--- config.mk ---
export PLATFORM = sky130hd
export DESIGN_NAME = fetch_pc_gen
export DESIGN_NICKNAME = d
export VERILOG_FILES = /design/src/rtl/fetch_pc_gen.sv
export SDC_FILE = /design/constraint.sdc
export NUM_CORES = 1
export LEC_CHECK = 0
export BUFFER_PORTS_ARGS = -buffer_cell sky130_fd_sc_hd__buf_2
export CAP_MARGIN = 20
export CORE_MARGIN = 2
export CORE_UTILIZATION = 30
export DETAILED_ROUTE_END_ITERATION = 7
export HOLD_SLACK_MARGIN = 0.03
export PLACE_DENSITY = 0.63
export REMOVE_ABC_BUFFERS = 1
export SETUP_SLACK_MARGIN = 0.5
export SLEW_MARGIN = 20
export SYNTH_ARGS = -nofsm -noshare
export SYNTH_HDL_FRONTEND = slang
export SYNTH_SLANG_ARGS = --single-unit
export TNS_END_PERCENT = 1
--- constraint.sdc ---
create_clock -name clk -period 7.09 [get_ports clk]
set_input_delay 1.418 -clock clk [delete_from_list [all_inputs] [get_ports clk]]
set_output_delay 1.418 -clock clk [all_outputs]
set_load 0.1 [all_outputs]
--- src/rtl/fetch_pc_gen.sv ---
// fetch_pc_gen: IF-stage fetch-group address generator.
// Produces an aligned group of FETCH_W instruction addresses. Arbitrates
// exception and branch redirects, holds a redirect that arrives while fetch
// is stalled, and waits out the MIPS branch delay slot.
// Optional feature macro: PC_ALIGN_CHECK_EN (misaligned targets are kept
// as-is and flagged on addr_err; otherwise bits [1:0] of targets are cleared).
module fetch_pc_gen #(
    parameter int unsigned FETCH_W  = 2,
    parameter logic [31:0] RESET_PC = 32'hBFC0_0000
) (
    input  logic                   clk,
    input  logic                   rst,
    input  logic                   go_if,
    input  logic                   exc_valid,
    input  logic [31:0]            exc_target,
    input  logic                   br_valid,
    input  logic [31:0]            br_target,
    input  logic                   br_need_ds,
    output logic [31:0]            pc,
    output logic [32*FETCH_W-1:0]  pc_group,
    output logic [FETCH_W-1:0]     pc_valid,
    output logic [31:0]            npc,
    output logic                   redirect_pending,
    output logic                   addr_err
);

    localparam logic [31:0] GB       = 32'(4 * FETCH_W);
    localparam logic [31:0] OFF_MASK = GB - 32'd1;

    typedef enum logic [1:0] {
        RUN,
        HOLD,
        DSWAIT
    } state_t;

    state_t      state, state_nx;
    logic [31:0] pc_nx;
    logic [31:0] pend_target, pend_target_nx;
    logic        pend_exc, pend_exc_nx;
    logic [31:0] pc_word;
    logic [31:0] base;
    logic [31:0] lane_off;

    // Address actually written into pc for a redirect target.
    function automatic logic [31:0] load_addr(input logic [31:0] t);
`ifdef PC_ALIGN_CHECK_EN
        return t;
`else
        return t & 32'hFFFF_FFFC;
`endif
    endfunction

    assign pc_word          = pc & 32'hFFFF_FFFC;
    assign base             = pc_word & ~OFF_MASK;
    assign lane_off         = (pc & OFF_MASK) >> 2;
    assign npc              = base + GB;
    assign redirect_pending = (state != RUN);

    // Expand the group base into per-lane addresses and lane-valid flags.
    always_comb begin
        pc_group = '0;
        pc_valid = '0;
        for (int unsigned i = 0; i < FETCH_W; i++) begin
            pc_group[32*i +: 32] = base + 32'(4 * i);
            pc_valid[i]          = (32'(i) >= lane_off);
        end
    end

    // Redirect arbitration and next-PC selection.
    always_comb begin
        state_nx       = state;
        pc_nx          = pc;
        pend_target_nx = pend_target;
        pend_exc_nx    = pend_exc;
        if (exc_valid) begin
            // An exception overrides and discards any held branch.
            if (go_if) begin
                pc_nx       = load_addr(exc_target);
                state_nx    = RUN;
                pend_exc_nx = 1'b0;
            end else begin
                pend_target_nx = exc_target;
                pend_exc_nx    = 1'b1;
                state_nx       = HOLD;
            end
        end else begin
            case (state)
                RUN: begin
                    if (br_valid) begin
                        if (br_need_ds) begin
                            // Target waits; a same-cycle advance fetches the delay slot.
                            pend_target_nx = br_target;
                            state_nx       = DSWAIT;
                            if (go_if) pc_nx = npc;
                        end else if (go_if) begin
                            pc_nx = load_addr(br_target);
                        end else begin
                            pend_target_nx = br_target;
                            state_nx       = HOLD;
                        end
                    end else if (go_if) begin
                        pc_nx = npc;
                    end
                end
                HOLD, DSWAIT: begin
                    if (go_if) begin
                        pc_nx       = load_addr(pend_target);
                        state_nx    = RUN;
                        pend_exc_nx = 1'b0;
                    end
                end
                default: state_nx = RUN;
            endcase
        end
    end

    // State, pc and pending-redirect registers.
    always_ff @(posedge clk) begin
        if (rst) begin
            state       <= RUN;
            pc          <= RESET_PC;
            pend_target <= '0;
            pend_exc    <= 1'b0;
        end else begin
            state       <= state_nx;
            pc          <= pc_nx;
            pend_target <= pend_target_nx;
            pend_exc    <= pend_exc_nx;
        end
    end

`ifdef PC_ALIGN_CHECK_EN
    logic addr_err_q;

    // Misalignment flag registered together with pc.
    always_ff @(posedge clk) begin
        if (rst) addr_err_q <= 1'b0;
        else     addr_err_q <= |pc_nx[1:0];
    end

    assign addr_err = addr_err_q;
`else
    assign addr_err = 1'b0;
`endif

endmodule

==> summary.txt, run 1 <==
Pwr
  – Cell leakage power: around 2.5 nW
  – Max IR drop VDD: around 0.13 mV
  – Cell Pwr Density: 306 nW/um^2

Floorplanning
  – Initial core utilization: 30.9%
  – Die X: ~130 um
  – Core area: roughly 16000 um^2
  – Die area: 17500 um^2
  – Row count: 46
  – Vert. Die Dim: approximately 130 um
  – Io pins: 202

STA
  – Fmax: 0.209 GHz
  – Min Clock Period, post-route: about 4800 ps
  – Fin crit share: 67.4%
  – Slew @ Worst Pin: about 900 ps
  – RSZ-0062 raised after global routing: no
  – Post-Route Skew: slightly below 6 ps
  – Fin. Hold Viols: 0
  – Final setup viols: 0
  – Pins over their slew limit: 0
  – Max-slew headroom: 38.5%
  – Setup WS post-layout: roughly 2300 ps

Critical path
  – Worst-path maximum fanout: 9
  – Worst Setup EP: npc[19]
  – FF-to-FF Start: state[1]
  – Slowest cell on crit path: or3_1
  – Critical path required time: ~5700 ps
  – Crit end category: output pin
  – CP top delay family: simple AND/OR/NAND/NOR gates
  – Worst R2R End: pc[22]
  – Most frequent cell on the critical path: nand3_1
  – Setup slack, reg-to-reg: 4020 ps
  – Startpoint types: register
  – Cell depth of the worst setup path: 7
  – Worst Reg-to-Reg Cells: 8
  – CP Cell Sequence: ha_1 -> nand3_1 -> or3_1 -> nor2_1 -> nand3_1 -> xnor2_1 -> buf_2
  – Setup CP Type: register to output pin
  – Crit path DAT: roughly 3400 ps
  – Crit path from: pc[3]
  – CP bufs+invs: 1
  – Critical path's largest stage delay: ~660 ps

Detailed routing
  – Initial DRC Count: between 300 and 400
  – Routed vias: between 5k and 6k
  – DR WL/cell: approximately 17 um
  – DRT Pass-1 Iters: 5
  – Antenna-violating nets left: 0
  – DRC violations left: 0
  – Total Wirelength: 16700 um
  – Vias/cell: 5.21

Finish
  – Share of cells above drive strength 1: ~28%
  – Final core utilization: a little over a third
  – Fill cell count: ~1.7k
  – Fin nets: 831
  – Synthesis-to-finish area growth: 16.8%

Placed design
  – Pre-CTS setup slack: 2680 ps
  – Post-DP HPWL: about 12000 um
  – Port buffer count: 186
  – Placer Congestion: 0.794

Logic synthesis
  – Yosys warning total: 0
  – Seq/Total Area, Yosys: 25.9%
  – Yosys cell types: 63
  – Seq cells post-synth: 64
  – Post-synth ARST share: 0%
  – Synth Flop Type: dfxtp_1
  – Mux contribution to synthesized area: under 10%
  – Synth top area share: around a quarter
  – Simple-gate share of the synthesized area: approximately 23%
  – Largest area contributor in the netlist: dfxtp_1
  – Main combinational cell family by area after synthesis: compound AO/OA/AOI/OAI gates
  – Avg Cell Area, Syn: about 7.3 um^2
  – Post-synthesis share of cell area spent on xor and xnor gates: around 5.3%
  – Largest cells by area after synthesis: dfxtp_1 26%, buf_4 11%, nor2_1 5.8%, mux2i_1 4.5%, nand2_1 4.3%
  – Area fraction in compound gates after synthesis: between 20% and 30%
  – Post-synth EDFFs: 0
  – Cells after Synth: about 680
  – Mapped Area: between 4000 and 5000 um^2
  – Adder-cell share of the synthesized area: 0.506%

CTS
  – Clock tree from TritonCTS: done
  – Clock Pin Slew Worst Setup and Hold Paths: about 60 ps
  – Post-CTS setup buffers: 0
  – Resized cells post-CTS: 0
  – Clock H-tree levels: 3
  – CTS Hold Bufs: 0
  – CTS root buf: clkbuf_16
  – Clock Latency Late Sink: approximately 340 ps
  – Longest Clk Path Bufs: 2
  – Total CTS buffers: 9
  – CTS Sinks: 64

Global route
  – Largest net degree at the start of global routing: approximately 50
  – Vias in the first global route: around 4.6k
  – Global route overflow: 0
  – First-pass GRT wire length: around 26000 um
  – Initial antenna violation count: 0
  – GRT Overall Usage: 18.7%

Outcome
  – Status: complete, no violations

Hold path
  – Cells on Worst Hold Path: 1
  – Min-Delay Path Class: register to register
  – Hold_sp: pc[1]

Job
  – Max Cap Violations: 0
==> state kept, by name, summed over array words and instances, names as in the netlist <==
register / cells
pc: 32
pend_target: 30
state: 2
==> report_power, final <==
part / leakage [nW] / switching (mW) / internal, mW
Sequential: 0.531 / 0.0575 / 0.396
Clock: 0.150 / 0.167 / 0.290
Combinational: 1.82 / 0.722 / 0.138
Total: 2.50 / 0.947 / 0.824
==> logic make-up after synthesis <==
| group | after synthesis |
|---|---|
| xor+xnor | 30 |
| buf+inv | 140 |
| compound gates | 183 |
| other cells | 2 |
| mux | 22 |
| flops | 64 |
| simple gates | 233 |
| fa+ha+maj | 2 |
==> stage by stage <==
stage	area, um^2	TNS [ps]	instances	hold WS, ps	total power [mW]
2_1_floorplan	4210	-418	555	436	1.16
3_3_place_gp	5480	0	964	441	1.32
3_5_place_dp	5480	0	964	438	1.32
4_1_cts	5780	0	980	459	1.78
5_1_grt	5780	0	980	492	1.83
6_report	5780	0	981	460	1.77
==> metal layers <==
layer  GRT usage, %  vias up  share of wire, %
met5              0        -                 0
met4           4.78        0               1.0
met3           3.11       14               6.4
li1               -     2527                 -
met1           26.4     2355                47
met2           29.4      217                45
==> Yosys cell counts (8+ instances only) <==
cell type and number:
nor2_1 76, buf_4 70, dfxtp_1 64, nand2_1 57, clkbuf_1 47, o21ai_0 41, a21oi_1 37, a211oi_1 28
nand3_1 27, mux2i_1 22, xor2_1 18, nor3_1 14, a311oi_1 12, a31oi_1 12, xnor2_1 12, and2_1 9
inv_1 9, nor4_1 9, buf_2 8, or3_1 8
==> worst reg2reg max path, cell delays in order, from the launching register on <==
cell and delay [ps]:
dfxtp_1 320, inv_1 60, ha_1 790, or2_2 290, nor2_1 150, nor2_2 610, buf_4 340, nand2_1 160
o32a_1 230
==> cell usage in the layout, fill, tap and decap left out, drive strengths merged, types with 4 or more instances in the layout <==
| cell type | synthesis | routed |
|---|---|---|
| a22oi | 5 | 5 |
| conb | 2 | 11 |
| a311oi | 12 | 12 |
| o211ai | 4 | 4 |
| xor2 | 18 | 18 |
| inv | 9 | 9 |
| a222oi | 5 | 5 |
| o31ai | 4 | 4 |
| and2 | 9 | 9 |
| a31oi | 12 | 12 |
| nand2b | 4 | 4 |
| nand4 | 9 | 9 |
| a21oi | 38 | 38 |
| or2 | 4 | 4 |
| or3 | 8 | 8 |
| a221oi | 5 | 5 |
| o21ai | 46 | 46 |
| nor2 | 76 | 76 |
| dfxtp | 64 | 64 |
| nor3 | 14 | 14 |
| clkbuf | 48 | 13 |
| nand2 | 57 | 57 |
| nor4 | 10 | 10 |
| buf | 82 | 193 |
| and3 | 5 | 5 |
| mux2i | 22 | 22 |
| xnor2 | 12 | 12 |
| a211oi | 28 | 28 |
| nand3 | 27 | 27 |
==> area by class of cell <==
| class | instances | area, um^2 | share of cell area [%] |
|---|---|---|---|
| timing repair buffer | 193 | 983 | 17.0 |
| multi-input combinational | 481 | 2900 | 50.2 |
| clock buffer | 13 | 260 | 4.50 |
| antenna | 1 | 2.50 | 0.0433 |
| tap | 216 | 270 | 4.68 |
| inverter | 10 | 37.5 | 0.649 |
| clock inverter | 3 | 40.0 | 0.693 |
| sequential | 64 | 1280 | 22.2 |
==> worst min path at each step <==
| stage | to | slack [ps] |
|---|---|---|
| floorplan | state[1] | 440 |
| global placement | pc[0] | 440 |
| detailed placement | pc[0] | 440 |
| CTS | pc[1] | 460 |
| global route | pc[1] | 490 |
| finish | pc[1] | 460 |
Note: power is estimated with default switching activity, not from simulation.
==> run 2, diff against run 1 <==
clock period = 4.4 ns   (was 7.09 ns; I/O delays follow)
==> run 2 against run 1 <==
Effect of this change: hold slack got worse by 1.1 ps; die area did not move; register-to-register slack got worse by 2700 ps; critical path type unchanged; clock skew rose by 1.2 ps; clock power rose by 95%; final area rose by 2.6%; via count rose by 1.0%; critical path depth rose by 1; core utilization rose by 0.93 points; sequential share of layout area fell by 0.56 points.
==> summary.txt, run 2 (synthesis gave the netlist of run 1 again) <==
Global route
  – GRT Overall Usage: 18.9% (was 18.7%)
  – Global routing's busiest layer: met2 (unchanged)
  – First-pass GRT wire length: 26200 um (was 25900 um)
  – Largest net degree at the start of global routing: 41 (was 49)
  – Global route overflow: 0 (unchanged)
  – Grt met3 use: 3.92% (was 3.11%)
  – Met1 Usage GRT: 25.8% (was 26.4%)
  – M2 GR Usage: 30.6% (was 29.4%)
  – Initial antenna violation count: 0 (unchanged)
  – Vias in the first global route: 4734 (was 4594)

STA
  – Pins over their slew limit: 0 (unchanged)
  – Post-Route Skew: 7.03 ps (was 5.83 ps)
  – RSZ-0062 raised after global routing: yes (was no)
  – Min Clock Period, post-route: between 3000 and 4000 ps
  – Slew @ Worst Pin: 962 ps (was 921 ps)
  – Max-slew headroom: 35.8% (was 38.5%)
  – Fin. Hold Viols: 0 (unchanged)
  – Final setup TNS: 0 ps (unchanged)
  – Final setup viols: 0 (unchanged)
  – Min Hold Slack: 459 ps (was 460 ps)
  – Fin crit share: between 80% and 90%
  – Fmax: roughly 0.27 GHz

Floorplanning
  – Initial core utilization: 30.9% (unchanged)
  – Row count: 46 (unchanged)
  – Io pins: 202 (unchanged)
  – Core area: 16000 um^2 (unchanged)
  – Vert. Die Dim: 132 um (unchanged)
  – Die X: 132 um (unchanged)
  – Die area: 17500 um^2 (unchanged)

Detailed routing
  – DRC violations left: 0 (unchanged)
  – Antenna-violating nets left: 0 (unchanged)
  – Total Wirelength: 16900 um (was 16700 um)
  – Vias/cell: 5.23 (was 5.21)
  – Routed vias: 5165 (was 5113)
  – DRT Pass-1 Iters: 6 (was 5)
  – DR WL/cell: 17.2 um (was 17.1 um)
  – Initial DRC Count: 382 (was 333)

Job
  – Max Cap Violations: 0 (unchanged)

Finish
  – Share of cells above drive strength 1: 29.6% (was 28.4%)
  – Commonest cells after routing, fill and taps aside: 178 x buf_2, 74 x nor2_1, 64 x dfxtp_1 (was 186 x buf_2, 74 x nor2_1, 64 x dfxtp_1)
  – FF+latch area: 1280 um^2 (unchanged)
  – Largest reg by FF count: pc (unchanged)
  – Synthesis-to-finish area growth: 19.9% (was 16.8%)
  – Commonest non-fill, non-tap cell in the layout: buf_2 (unchanged)
  – Biggest regs: pc: 32 flops, pend_target: 30 flops, state: 2 flops (unchanged)
  – ANT cells: 0 (was 1)
  – Layout Cells excl Fill: 987 (was 981)
  – Multi-input logic area: 2910 um^2 (was 2900 um^2)
  – Post-route design area: 5930 um^2 (was 5780 um^2)
  – Fin nets: 838 (was 831)
  – Max reg flops: 32 (unchanged)
  – Fill cell count: 1751 (was 1723)

Outcome
  – Status: complete, no violations (unchanged)

CTS
  – Longest Clk Path Bufs: 2 (unchanged)
  – Clock H-tree levels: 3 (unchanged)
  – Clock tree from TritonCTS: done (unchanged)
  – Clock Pin Slew Worst Setup and Hold Paths: 50 ps (was 60 ps)
  – Total CTS buffers: 9 (unchanged)
  – CTS Hold Bufs: 0 (unchanged)
  – Clock Latency Late Sink: 340 ps (about the same)
  – CTS root buf: clkbuf_16 (unchanged)
  – Post-CTS setup buffers: 0 (unchanged)
  – CTS Sinks: 64 (unchanged)

Hold path
  – Min-Delay Path Class: register to register (unchanged)

Critical path
  – Crit end category: output pin (unchanged)
  – Crit path DAT: 2870 ps (was 3360 ps)
  – CP Cell Sequence: ha_1 -> nand3_1 -> or3_4 -> nor2_1 -> buf_4 -> nand3_1 -> xnor2_1 -> buf_4 (was ha_1 -> nand3_1 -> or3_1 -> nor2_1 -> nand3_1 -> xnor2_1 -> buf_2)
  – Critical path's largest stage delay: 560 ps (was 660 ps)
  – Worst-path maximum fanout: 9 (unchanged)
  – Critical path required time: 3520 ps (was 5670 ps)
  – Slowest cell on crit path: or3_4 (was or3_1)
  – CP top delay family: simple AND/OR/NAND/NOR gates (unchanged)
  – CP bufs+invs: 2 (was 1)
  – Startpoint types: register (unchanged)
  – Setup CP Type: register to output pin (unchanged)

Placed design
  – Area post-placement: 5530 um^2 (was 5480 um^2)
  – Post-DP HPWL: 11700 um (was 11500 um)
  – Placer Congestion: 0.782 (was 0.794)
  – Port buffer count: 186 (unchanged)
  – Placed Instances: 971 (was 964)

Pwr
  – Cell leakage power: 2.58 nW (was 2.50 nW)
  – Cell Pwr Density: 510 nW/um^2 (was 306 nW/um^2)
  – Max IR drop VDD: 0.280 mV (was 0.126 mV)
run 2: stage by stage:
stage / power (mW) / utilization, % / worst slack [ps]
3_3_place_gp: 2.13 / 34.6 / 684
6_report: 3.02 / 37.1 / 652
3_5_place_dp: 2.13 / 34.6 / 653
5_1_grt: 3.13 / 37.1 / 450
2_1_floorplan: 1.87 / - / -2310
4_1_cts: 3.04 / 36.9 / 401
run 2: repair_timing:
item | 4_1_cts | 5_1_grt
gates cloned | 0 | 0
pin swaps | 0 | 0
gates resized for setup | 3 | 7
setup endpoints to repair | 7 | 12
run 2: where the power goes:
| group | switching (mW) | internal (mW) | leakage (nW) |
|---|---|---|---|
| registers | 0.0911 | 0.638 | 0.531 |
| clock network | 0.271 | 0.624 | 0.182 |
| logic | 1.17 | 0.230 | 1.87 |
| total | 1.53 | 1.49 | 2.58 |
run 2: worst reg2reg max path, delay by kind of cell, from the launching register on:
family | cells | cell delay, ps
and+or+nand+nor | 4 | 1210
adders and majority gates | 1 | 760
buffers and inverters | 2 | 420
DFF | 1 | 330
AOI/OAI and AO/OA | 1 | 250
run 2: routing by layer:
| metal | part of all wire, % | wire length (um) | vias to the layer above |
|---|---|---|---|
| met3 | 5.9 | 1010 | 6 |
| li1 | - | - | 2536 |
| met5 | 0 | 0 | - |
| met4 | 0.46 | 78 | 0 |
| met2 | 46 | 7740 | 184 |
| met1 | 48 | 8110 | 2439 |
run 2: cell type report:
cell class | count | share of cell area (%)
Clock buffer | 10 | 4.03
Multi-Input combinational cell | 481 | 49.2
Sequential cell | 64 | 21.6
Tap cell | 216 | 4.56
Inverter | 10 | 0.633
Timing Repair Buffer | 200 | 17.8
Clock inverter | 6 | 2.20
run 2: final timing paths:
check | from | to | slack (ps) | depth (start not counted)
hold / removal | pc[0] | pc[0] | 460 | 1
setup reg to reg | state[1] | pc[22] | 1320 | 8
setup / recovery | pc[3] | npc[19] | 650 | 8
hold reg to reg | pc[0] | pc[0] | 460 | 1
